`src/rtl/mp3_stream_pkg.sv`:
```
// -----------------------------------------------------------------------------
// mp3_stream_pkg
// Shared definitions for the MP3 byte-stream FIFO: packer state encoding,
// default FIFO depth, pad byte used to complete an odd-length stream, and the
// width of the popped-word counter.
// -----------------------------------------------------------------------------
package mp3_stream_pkg;

    // Byte packer states: waiting for high byte, waiting for low byte,
    // or flushing a lone high byte padded with PAD_BYTE.
    typedef enum logic [1:0] {
        S_HI  = 2'd0,
        S_LO  = 2'd1,
        S_PAD = 2'd2
    } pack_state_e;

    localparam int unsigned DEFAULT_DEPTH_LOG2 = 6;
    localparam logic [7:0]  PAD_BYTE           = 8'h00;
    localparam int unsigned WORDS_OUT_W        = 32;

endpackage

```
`src/rtl/mp3_fifo_ram.sv`:
```
// -----------------------------------------------------------------------------
// mp3_fifo_ram
// Simple dual-port storage for the stream FIFO. Synchronous write, asynchronous
// read so the head word is visible right after the edge that wrote it. The
// array has no reset; validity is tracked by the FIFO pointers.
//
// Ports:
//   clk    in   write clock (rising edge)
//   we     in   write enable
//   waddr  in   write address
//   wdata  in   write data
//   raddr  in   read address
//   rdata  out  read data (combinational)
// -----------------------------------------------------------------------------
module mp3_fifo_ram #(
    parameter int unsigned ADDR_W = 6,
    parameter int unsigned DATA_W = 16
) (
    input  logic              clk,
    input  logic              we,
    input  logic [ADDR_W-1:0] waddr,
    input  logic [DATA_W-1:0] wdata,
    input  logic [ADDR_W-1:0] raddr,
    output logic [DATA_W-1:0] rdata
);

    localparam int unsigned DEPTH = 1 << ADDR_W;

    logic [DATA_W-1:0] mem [DEPTH];

    always_ff @(posedge clk) begin
        if (we) begin
            mem[waddr] <= wdata;
        end
    end

    assign rdata = mem[raddr];

endmodule

```
`src/rtl/mp3_stream_fifo.sv`:
```
// -----------------------------------------------------------------------------
// mp3_stream_fifo
// Packs an MP3 byte stream big-endian into 16-bit words and buffers them in a
// show-ahead FIFO that feeds the decoder. An odd-length stream is completed by
// padding the final high byte with PAD_BYTE when EOS_I is seen.
//
// Ports:
//   CLK_I           in   clock, all logic on rising edge
//   RST_I           in   synchronous active-high reset (priority over FLUSH_I)
//   FLUSH_I         in   synchronous clear of stream state (keeps WORDS_OUT_O)
//   BYTE_DATA_I     in   stream byte
//   BYTE_VALID_I    in   BYTE_DATA_I valid
//   BYTE_READY_O    out  byte can be accepted this cycle
//   EOS_I           in   end-of-stream pulse
//   FIFO_DATA_O     out  head word (zero when empty)
//   FIFO_REN_I      in   pop strobe
//   FIFO_EMPTY_O    out  no word stored
//   ALMOST_EMPTY_O  out  LEVEL_O < AE_THRESH
//   LEVEL_O         out  stored word count
//   UNDERFLOW_O     out  sticky: pop attempted while empty
//   WORDS_OUT_O     out  popped word count, wraps
// -----------------------------------------------------------------------------
module mp3_stream_fifo
    import mp3_stream_pkg::*;
#(
    parameter int unsigned DEPTH_LOG2 = DEFAULT_DEPTH_LOG2,
    parameter int unsigned AE_THRESH  = 8
) (
    input  logic                   CLK_I,
    input  logic                   RST_I,
    input  logic                   FLUSH_I,
    input  logic [7:0]             BYTE_DATA_I,
    input  logic                   BYTE_VALID_I,
    output logic                   BYTE_READY_O,
    input  logic                   EOS_I,
    output logic [15:0]            FIFO_DATA_O,
    input  logic                   FIFO_REN_I,
    output logic                   FIFO_EMPTY_O,
    output logic                   ALMOST_EMPTY_O,
    output logic [DEPTH_LOG2:0]    LEVEL_O,
    output logic                   UNDERFLOW_O,
    output logic [WORDS_OUT_W-1:0] WORDS_OUT_O
);

    localparam int unsigned PTR_W = DEPTH_LOG2 + 1;

    pack_state_e state, state_nxt;

    logic [7:0]       held_byte, held_nxt;
    logic [PTR_W-1:0] wr_ptr, rd_ptr;
    logic             full, empty;
    logic             wr_en, rd_en, ram_we;
    logic [15:0]      wr_word;
    logic [15:0]      ram_rdata;

    // Extra pointer MSB distinguishes full from empty when the addresses match.
    assign empty = (wr_ptr == rd_ptr);
    assign full  = (wr_ptr[PTR_W-1] != rd_ptr[PTR_W-1]) &&
                   (wr_ptr[PTR_W-2:0] == rd_ptr[PTR_W-2:0]);

    assign rd_en = FIFO_REN_I && !empty;

    // Packer: next state, held byte, word write and byte ready.
    always_comb begin
        state_nxt    = state;
        held_nxt     = held_byte;
        wr_en        = 1'b0;
        wr_word      = '0;
        BYTE_READY_O = 1'b1;
        case (state)
            S_HI: begin
                // EOS here means an even byte count: nothing to pad.
                if (BYTE_VALID_I) begin
                    held_nxt  = BYTE_DATA_I;
                    state_nxt = S_LO;
                end
            end
            S_LO: begin
                BYTE_READY_O = !full;
                // A byte completing the word wins over a coincident EOS.
                if (BYTE_VALID_I && !full) begin
                    wr_en     = 1'b1;
                    wr_word   = {held_byte, BYTE_DATA_I};
                    state_nxt = S_HI;
                end else if (EOS_I) begin
                    state_nxt = S_PAD;
                end
            end
            S_PAD: begin
                BYTE_READY_O = 1'b0;
                if (!full) begin
                    wr_en     = 1'b1;
                    wr_word   = {held_byte, PAD_BYTE};
                    state_nxt = S_HI;
                end
            end
            default: begin
                state_nxt = S_HI;
            end
        endcase
    end

    // Storage writes are suppressed on reset/flush since the pointers are cleared.
    assign ram_we = wr_en && !RST_I && !FLUSH_I;

    always_ff @(posedge CLK_I) begin
        if (RST_I) begin
            state       <= S_HI;
            held_byte   <= '0;
            wr_ptr      <= '0;
            rd_ptr      <= '0;
            UNDERFLOW_O <= 1'b0;
            WORDS_OUT_O <= '0;
        end else if (FLUSH_I) begin
            state       <= S_HI;
            held_byte   <= '0;
            wr_ptr      <= '0;
            rd_ptr      <= '0;
            UNDERFLOW_O <= 1'b0;
        end else begin
            state     <= state_nxt;
            held_byte <= held_nxt;
            if (wr_en) begin
                wr_ptr <= wr_ptr + PTR_W'(1);
            end
            if (rd_en) begin
                rd_ptr      <= rd_ptr + PTR_W'(1);
                WORDS_OUT_O <= WORDS_OUT_O + WORDS_OUT_W'(1);
            end
            if (FIFO_REN_I && empty) begin
                UNDERFLOW_O <= 1'b1;
            end
        end
    end

    mp3_fifo_ram #(
        .ADDR_W (DEPTH_LOG2),
        .DATA_W (16)
    ) u_ram (
        .clk   (CLK_I),
        .we    (ram_we),
        .waddr (wr_ptr[DEPTH_LOG2-1:0]),
        .wdata (wr_word),
        .raddr (rd_ptr[DEPTH_LOG2-1:0]),
        .rdata (ram_rdata)
    );

    assign FIFO_EMPTY_O   = empty;
    assign FIFO_DATA_O    = empty ? 16'h0000 : ram_rdata;
    assign LEVEL_O        = wr_ptr - rd_ptr;
    assign ALMOST_EMPTY_O = (32'(LEVEL_O) < AE_THRESH);

endmodule
```
`config.mk`:
```
export PLATFORM = sky130hd
export DESIGN_NAME = mp3_stream_fifo
export DESIGN_NICKNAME = d
export VERILOG_FILES = /design/src/rtl/mp3_stream_pkg.sv /design/src/rtl/mp3_fifo_ram.sv /design/src/rtl/mp3_stream_fifo.sv
export SDC_FILE = /design/constraint.sdc
export NUM_CORES = 1
export LEC_CHECK = 0
export ABC_AREA = 1
export BUFFER_PORTS_ARGS = -buffer_cell sky130_fd_sc_hd__buf_4
export CORE_AREA = 2 2 319 321
export CTS_CLUSTER_DIAMETER = 150
export DETAILED_ROUTE_END_ITERATION = 10
export DIE_AREA = 0 0 321 323
export SLEW_MARGIN = 20
export SYNTH_ARGS = -nofsm -noshare
export SYNTH_HDL_FRONTEND = slang
export SYNTH_SLANG_ARGS = --single-unit
export TNS_END_PERCENT = 10
```
`constraint.sdc`:
```
create_clock -name CLK_I -period 5.1 [get_ports CLK_I]
set_clock_uncertainty 0.1 [all_clocks]
set_input_delay 0.255 -clock CLK_I [delete_from_list [all_inputs] [get_ports CLK_I]]
set_output_delay 0.255 -clock CLK_I [all_outputs]
set_load 0.02 [all_outputs]
```
* After elaboration in Yosys (flattened, before gate mapping)
Memories as Yosys holds them, arrays and structs flattened. A register that Yosys moved wholly into a read port is not among the register bits.
Index checks and enable logic that the tools add are counted.
** Operators by class
- Add/subtract/negate cells :: 4
- Magnitude comparators :: 1
- Reduce and logical (&&, ||, !) cells :: 15
- Equality and inequality tests :: 8
- Multiplexer cells :: 17
- Bitwise logic cells :: 1
** Operators by type and width (number)
- 16-bit 2-to-1 mux :: 3
- 32-bit by 1-bit adder with 32-bit output (second input constant) :: 1
- 16-bit case mux with 2 select lines :: 1
- 7-bit by 1-bit adder with 7-bit output (second input constant) :: 2
- 6-bit 2-to-1 mux :: 2
- 2-bit 2-to-1 mux :: 4
- 7-bit == test :: 1
- 7-bit by 4-bit < comparator with 1-bit output (second input constant) :: 1
- 7-bit subtractor :: 1
- 6-bit == test :: 1
- 1-bit logical AND :: 6
- 2-bit case mux with 3 select lines :: 1
- 1-bit logical NOT :: 4
- 1-bit 2-to-1 mux :: 4
- 2-bit != test (second input constant) :: 2
- 1-bit case mux with 2 select lines :: 2
- 2-bit AND reduction :: 2
- 3-bit != test (second input constant) :: 1
- 3-bit AND reduction :: 1
- 2-bit by 1-bit == test with 1-bit output (second input constant) :: 1
- 2-bit == test (second input constant) :: 1
- 2-bit logical NOT :: 1
- 2-bit OR reduction :: 1
- 1-bit != test :: 1
- 1-bit NOT :: 1
** Storage, ports and cells
- Logic and storage cells :: 53
- Bits of input ports :: 14
- Memories kept :: 1
- Flip-flop bits (word level) :: 57
- RAM bits :: 1024
- Output and inout port bits :: 59
** Memory list
- u_ram.mem :: words 64, width 16, rd ports 1, clocked after memory_dff 1, wr ports 1, line mp3_fifo_ram.sv:29 : logic [DATA_W-1:0] mem [DEPTH];

* Logic depth before layout (Yosys ltp)
Gate-level depths: netlist of run 1.
- Word-level depth :: 10
- Gate-level depth with buffers :: 14
- Mapped depth without buffers :: 13

* Hierarchy
From an unflattened synthesis of run 1, not the netlist that was laid out.
** Unflattened totals
- Cell total of the unflattened synthesis :: 4081
- Area total of the unflattened synthesis :: 45402.3 um2
** Modules (own cells, without submodules)
- mp3_fifo_ram :: instances 1, sequential area each 30749.5 um2, area an instance 41778.8 um2, cells an instance 3501
- mp3_stream_fifo :: instances 1, sequential area each 1141.1 um2, area an instance 3623.5 um2, cells an instance 580

* Worst setup path before layout of run 1
No wires, ideal clock.
- Path kind :: reg2reg
- Start point :: register wr_ptr[0]
- End point :: memory u_ram.mem[0][10], data pin
- Period minus slack after synthesis :: 3.839 ns
- Buffers on the path :: 2
- Setup time :: 0.501 ns
- Data arrival time :: 3.238 ns
- Required time :: 4.499 ns
- Stages on the path, launching flop included :: 14
- Setup slack :: 1.261 ns
- Path through :: dfxtp_1 -> clkbuf_1 -> inv_1 -> ha_1 -> nand2_1 -> nor2_2 -> nand3_2 -> nand2_2 -> inv_2 -> nand3_4 -> nand2_4 -> clkinv_2 -> buf_6 -> nor2_1
** Between the ends
- Word-level cells in the longest chain between the ends :: 6
- Elaborated cells on any way between the ends :: 7
- Those cells by class :: eq/ne (1); mux (3); reduce/logical (3)
** RTL lines
- start: declaration :: line mp3_stream_fifo.sv:50 : logic [PTR_W-1:0] wr_ptr, rd_ptr;
- start signal: assignment :: line mp3_stream_fifo.sv:124 : wr_ptr <= wr_ptr + PTR_W'(1);
- 6-bit == test (*) :: line mp3_stream_fifo.sv:59 : (wr_ptr[PTR_W-2:0] == rd_ptr[PTR_W-2:0]);
- 1-bit logical AND (*) :: line mp3_stream_fifo.sv:58 : assign full = (wr_ptr[PTR_W-1] != rd_ptr[PTR_W-1]) &&
- 1-bit logical NOT
- 1-bit logical AND :: line mp3_stream_fifo.sv:81 : if (BYTE_VALID_I && !full) begin
- 16-bit 2-to-1 mux :: line mp3_stream_fifo.sv:81
- 16-bit case mux with 2 select lines (*) :: line mp3_stream_fifo.sv:70 : case (state)
- net u_ram.wdata[10] :: line mp3_fifo_ram.sv:22 : input logic [DATA_W-1:0] wdata,
- end: declaration :: line mp3_fifo_ram.sv:29
The timed path passes the listed nets; every way through them passes the cells marked *.

==> metrics.txt, run 1 <==
CP peak stage delay=0.61 ns; leakage power=17.4 nW; PwrDens=346 mW/mm2; TritonCTS clock tree=done; root buffer cell=clkbuf_16; Net count, final=4,165; Critical Path RT=4.74 ns; hold path cells=4; Post-synth EDFFs=1,024; Synth cell types=41; synth warn=0; Most Crowded Layer GR=met2; R2R depth=12; vias in the first global route=28,300; worst skew pair latency=0.69 ns; Sum Neg Setup Slack=0 ns; fin area=0.0511 mm2; post-layout util=50.8%; Hold EP=UNDERFLOW_O$_SDFFE_PP0P_; run status=finished clean; placed cell count=5,307; CTS clock-pin slew for the worst setup and hold paths=0.06 ns; Slew HR=35.4%; Worst R2R Setup Slack=1.35 ns; via count=30,200; Post-Route WL=122 mm; final period utilization=83.8%; Num CTS Buffers=112; most frequent CP cell=nand3_1; Post-DP HPWL=70.6 mm; total core area=0.101 mm2; M1 GR Usage=33.1%; layout cells sized above 1=9.34%; Synth Instances=4,030; TritonCTS sink count=1,087; reg2reg start=wr_ptr[0]$_SDFFE_PP0P_; maxcap violations=0; Worst EP arrival=3.92 ns; crit path capture type=primary output; height of the die=323 um; Net Count, Synth=4,057; Async SR Flop Fraction=0%; fillers=8,759; CTS H-tree depth=3; Setup crit start kind=register; Crit path max-delay family=simple AND/OR/NAND/NOR gates; residual DRC count=0; crit path time final=4.27 ns; die width=321 um; Final Hold Violating Endpoints=0; min-delay worst type=in -> reg; I/O pin total=73; syn avg cell area=11.1 um2; RR Endpoint=u_ram.mem[61][8]$_DFFE_PP_; largest net degree at the start of global routing=186; Worst VDD drop=0.265 mV; post-route ant nets=0; gr usage total=23.4%; drt wl/cell=22.0 um; register area share after synthesis=71.3%; post-synth design cell area=0.0449 mm2; critical path fanouts, max=185; first-pass GRT wire length=182 mm; die area=0.104 mm2; row cnt=117; gr ovfl total=0; area grow syn2layout=13.8%; Final setup viols=0; GR Util met3=3.67%; initial antenna violation count=2; Yosys reg bits=1,087; Max clock buf depth=3; RSZ-0062 raised after global routing=no; f_max=234 MHz; Max Slew Vio Count=0; hold_sp=FIFO_REN_I; drt initial violations=3,097; slowest CP cell=dfxtp_4; classification of the worst setup path=reg -> out; Main synth FF type=edfxtp_1; cell breakdown of the critical path=buf_12 > nand2_1 > nand3_1 > nand3_1 > nand2_1 > nand2_1 > nand3_1 > nand3_1 > a21oi_1 > buf_4; vias per cell=5.45; I/O Buffers=72; Area after DPL=0.0474 mm2; Routability Congestion=0.888; M2 GR Usage=37.5%; slew of the pin with the lowest slew margin=0.969 ns; Starting Density=44.6%; Post-CTS Setup Bufs=0; cts hold-fix bufs=26; Non-Filler Instances=5,540; first-pass detailed-route iteration total=6; Buf/Inv on CP=2; CTS resizes=0
[synthesized netlist by cell type, types with 3 or more instances]
| master | count | area, um2 |
|---|---|---|
| xnor2_1 | 8 | 70.1 |
| buf_4 | 13 | 97.6 |
| nand2_1 | 1418 | 5320 |
| inv_1 | 66 | 248 |
| buf_6 | 4 | 45.0 |
| o21ai_0 | 23 | 115 |
| inv_2 | 3 | 11.3 |
| nand3_1 | 896 | 4480 |
| buf_2 | 131 | 656 |
| buf_1 | 24 | 90.1 |
| ha_1 | 12 | 150 |
| a21oi_1 | 63 | 315 |
| dfxtp_1 | 63 | 1260 |
| xor2_1 | 13 | 114 |
| clkbuf_1 | 64 | 240 |
| nor3_1 | 17 | 85.1 |
| edfxtp_1 | 1024 | 30700 |
| nand4_1 | 5 | 31.3 |
| nand2_2 | 3 | 18.8 |
| nor2_1 | 149 | 559 |
[metrics by stage]
step                hold slack, ns  setup WS, ns  total power [mW]
global placement             0.370          1.53              9.97
floorplan                    0.300          1.26              9.91
CTS                          0.282         0.927              17.8
finish                       0.307         0.829              17.7
detailed placement           0.387          1.42              9.98
global route                 0.330         0.695              18.1
[logic make-up after synthesis]
family,Yosys count,share of synthesized area [%]
compound gates,95,1.10
xor+xnor,21,0.409
fa+ha+maj,13,0.379
flops,1087,71.3
buf+inv,310,3.14
simple gates,2504,23.7
[metal layers]
| metal | wire, um | vias up | part of all wire (%) |
|---|---|---|---|
| li1 | - | 14200 | - |
| met1 | 52700 | 14700 | 43 |
| met4 | 3470 | 2 | 2.8 |
| met2 | 57200 | 1080 | 47 |
| met5 | 13 | - | 0.011 |
| met3 | 8670 | 199 | 7.1 |
[worst reg2reg max path: cells and delay by family (launching register included)]
kind          cells  cell delay (ns)
simple gates      7             1.46
buf+inv           4             1.13
flops             1             0.46
fa+ha+maj         1             0.32
[sequential cells by signal, indices dropped and copies added (netlist names), named ones only]
name,cells
held_byte,8
state,2
WORDS_OUT_O,32
rd_ptr,7
UNDERFLOW_O,1
wr_ptr,7
u_ram.mem,1024
[power by group]
group          internal [mW]  switching, mW
sequential              9.62        0.00373
clock                   4.50           3.37
combinational         0.0577          0.120
total                   14.2           3.50
[cell type report]
| class | count | area (um2) | area share (%) |
|---|---|---|---|
| antenna | 1 | 2.50 | 0.00489 |
| clock buffer | 152 | 3020 | 5.92 |
| clock inverter | 54 | 483 | 0.945 |
| inverter | 74 | 309 | 0.605 |
| multi-input combinational | 2633 | 11600 | 22.7 |
| sequential | 1087 | 32000 | 62.6 |
| tap | 1309 | 1640 | 3.20 |
| timing repair buffer | 230 | 2020 | 3.96 |
[placed cells by master (no fill, tap or decap), drive strengths merged, types with 3 or more instances in the layout]
| master | synthesis | layout |
|---|---|---|
| nand2 | 1423 | 1423 |
| edfxtp | 1024 | 1024 |
| nand3 | 899 | 899 |
| buf | 172 | 204 |
| nor2 | 152 | 152 |
| clkbuf | 64 | 152 |
| inv | 70 | 73 |
| a21oi | 64 | 64 |
| dfxtp | 63 | 63 |
| clkinv | 4 | 43 |
| dlygate4sd3 | 0 | 26 |
| o21ai | 25 | 25 |
| nor3 | 17 | 17 |
| xor2 | 13 | 13 |
| ha | 12 | 12 |
| xnor2 | 8 | 8 |
| bufinv | 0 | 7 |
| nand4 | 5 | 5 |
| clkinvlp | 0 | 5 |
| nor3b | 3 | 3 |
[how the worst max path moves through the flow]
stage / endpoint / slack (ns) / depth (start not counted)
after floorplan: u_ram.mem[0][10]$_DFFE_PP_ / 1.26 / 13
after global placement: u_ram.mem[18][8]$_DFFE_PP_ / 1.53 / 12
after detailed placement: u_ram.mem[18][8]$_DFFE_PP_ / 1.42 / 12
after CTS: FIFO_DATA_O[1] / 0.93 / 11
after global routing: FIFO_DATA_O[6] / 0.69 / 11
final: FIFO_DATA_O[4] / 0.83 / 10
Note: power is estimated with default switching activity, not from simulation.
==> run 2: changes to the inputs <==
- clock period: 5.1 -> 3.5 ns (I/O delays scaled with it)
==> metrics.txt, run 2 (same netlist as run 1, synthesis figures left out) <==
Power, Total=26.4 mW (+49%); height of the die=323 um (unchanged); Slew HR=28.5% (-6.9 points); RR Endpoint=u_ram.mem[52][12]$_DFFE_PP_; Max clock buf depth=3 (unchanged); slew of the pin with the lowest slew margin=1.07 ns (+0.0975 ns); most frequent cells in the layout=nand2_1 (1,417), edfxtp_1 (1,024), nand3_1 (894); CP peak stage delay=0.52 ns (-0.09 ns); fillers=8,646 (-1.3%); root buffer cell=clkbuf_16; Final Hold Violating Endpoints=0 (unchanged); vias in the first global route=28,600 (+1.3%); pre-CTS WS=0.289 ns (-1.13 ns); die width=321 um (unchanged); Critical Path RT=3.22 ns (-1.52 ns); post-route ant nets=0 (unchanged); critical path fanouts, max=66 (-64%); f_max=290 MHz; CTS H-tree depth=3 (unchanged); Worst R2R Setup Slack=0.27 ns (-1.08 ns); most frequent CP cell=nand3_1; CTS clock-pin slew for the worst setup and hold paths=0.06 ns (about the same); Max Slew Vio Count=0 (unchanged); maxcap violations=0 (unchanged); Most flops, register=u_ram.mem; max reg flops=1,024 (unchanged); final period utilization=98.4%; classification of the worst setup path=reg -> out; Worst EP arrival=3.17 ns (-0.75 ns); total core area=0.101 mm2 (unchanged); hold path cells=4 (unchanged); area grow syn2layout=16.4%; residual DRC count=0 (unchanged); min-delay worst type=in -> reg; worst skew pair latency=0.68 ns (about the same); FF/Latch Area=0.0320 mm2 (unchanged); gr ovfl total=0 (unchanged); Area after DPL=0.0479 mm2 (+1.1%); cell breakdown of the critical path=buf_16 > buf_12 > nand2_1 > nand3_1 > nand3_1 > nand2_1 > nand2_1 > nand3_1 > nand3_1 > a21oi_2 > buf_4; die area=0.104 mm2 (unchanged); ANT cells=0 (-1); Worst VDD drop=0.407 mV (+54%); post-layout util=51.9% (+1.2 points); layout cells sized above 1=11.1% (+1.8 points); Routability Congestion=0.873 (-1.7%); row cnt=117 (unchanged); Num CTS Buffers=112 (unchanged); initial antenna violation count=1 (-1); I/O Buffers=72 (unchanged); run status=finished clean; TritonCTS sink count=1,087 (unchanged); Post-DP HPWL=73.4 mm (+3.9%); fin area=0.0523 mm2 (+2.3%); gr usage total=23.1% (-0.29 points); Starting Density=44.6% (unchanged); CP endpoint=FIFO_DATA_O[9]; Post-Route WL=122 mm (about the same); I/O pin total=73 (unchanged); first-pass GRT wire length=180 mm (-0.90%); crit path capture type=primary output; Net count, final=4,213 (+1.2%); slowest CP cell=dfxtp_4; Final setup viols=0 (unchanged); Setup crit start kind=register; drt initial violations=3,233 (+4.4%); reg2reg start=wr_ptr[0]$_SDFFE_PP0P_; crit path time final=3.44 ns; final worst slack=0.0554 ns (-0.773 ns); PwrDens=505 mW/mm2 (+46%); first-pass detailed-route iteration total=5 (-1); vias per cell=5.44 (-0.17%); via count=30,400 (+0.67%); Top Registers=u_ram.mem x1024, WORDS_OUT_O x32, held_byte x8; leakage power=17.9 nW (+2.7%); RSZ-0062 raised after global routing=yes; largest net degree at the start of global routing=115 (-38%); multi-input logic area=0.0118 mm2 (+1.3%); TritonCTS clock tree=done; R2R depth=14 (+2); most common cell after layout, fill and taps aside=nand2_1; drt wl/cell=21.8 um (-0.89%)
[run 2: final cells by class]
cell class                      instances  share of cell area [%]
Clock buffer                          151                    5.88
Clock inverter                         55                    1.28
Inverter                               74                   0.629
Multi-Input combinational cell       2633                    22.5
Sequential cell                      1087                    61.2
Tap cell                             1309                    3.13
Timing Repair Buffer                  277                    5.30
Timing Repair inverter                  1                  0.0215
[run 2: where the power goes]
| part | switching, mW | internal, mW | total, mW |
|---|---|---|---|
| logic | 0.181 | 0.0912 | 0.272 |
| registers | 0.00433 | 14.0 | 14.0 |
| clock network | 4.88 | 7.24 | 12.1 |
| total | 5.07 | 21.3 | 26.4 |
[run 2: worst min path at each step]
stage | endpoint | startpoint
floorplan | UNDERFLOW_O$_SDFFE_PP0P_ | FIFO_REN_I
global placement | UNDERFLOW_O$_SDFFE_PP0P_ | FIFO_REN_I
detailed placement | UNDERFLOW_O$_SDFFE_PP0P_ | FIFO_REN_I
CTS | UNDERFLOW_O$_SDFFE_PP0P_ | FIFO_REN_I
global route | UNDERFLOW_O$_SDFFE_PP0P_ | FIFO_REN_I
finish | UNDERFLOW_O$_SDFFE_PP0P_ | FIFO_REN_I
[run 2: layer usage]
| layer | wire length (um) | global-route usage (%) |
|---|---|---|
| met1 | 51700 | 32.6 |
| met2 | 57800 | 37.5 |
| met3 | 9170 | 3.49 |
| met4 | 3230 | 6.46 |
| met5 | 0 | 0 |
[run 2: repair_timing]
action,in CTS,in global routing
pin swaps,0,1
gates cloned,0,4
gates resized for setup,24,22
setup buffers,0,6
hold buffers,26,0
endpoints found under the hold margin,60,0
setup endpoints to repair,16,17
[run 2: stage by stage]
stage / setup TNS, ns / hold WS, ns / cells
floorplan: -184.32 / 0.220 / 4030
global placement: 0 / 0.340 / 5341
detailed placement: 0 / 0.347 / 5342
CTS: -0.0490 / 0.180 / 5574
global route: -0.294 / 0.230 / 5587
finish: 0 / 0.205 / 5587
[run 2: critical path: cells and delay by family, from the launching register on]
family / cells / cell delay [ns]
buffers and inverters: 3 / 0.74
and+or+nand+nor: 7 / 0.90
DFF: 1 / 0.52
AOI/OAI and AO/OA: 1 / 0.29
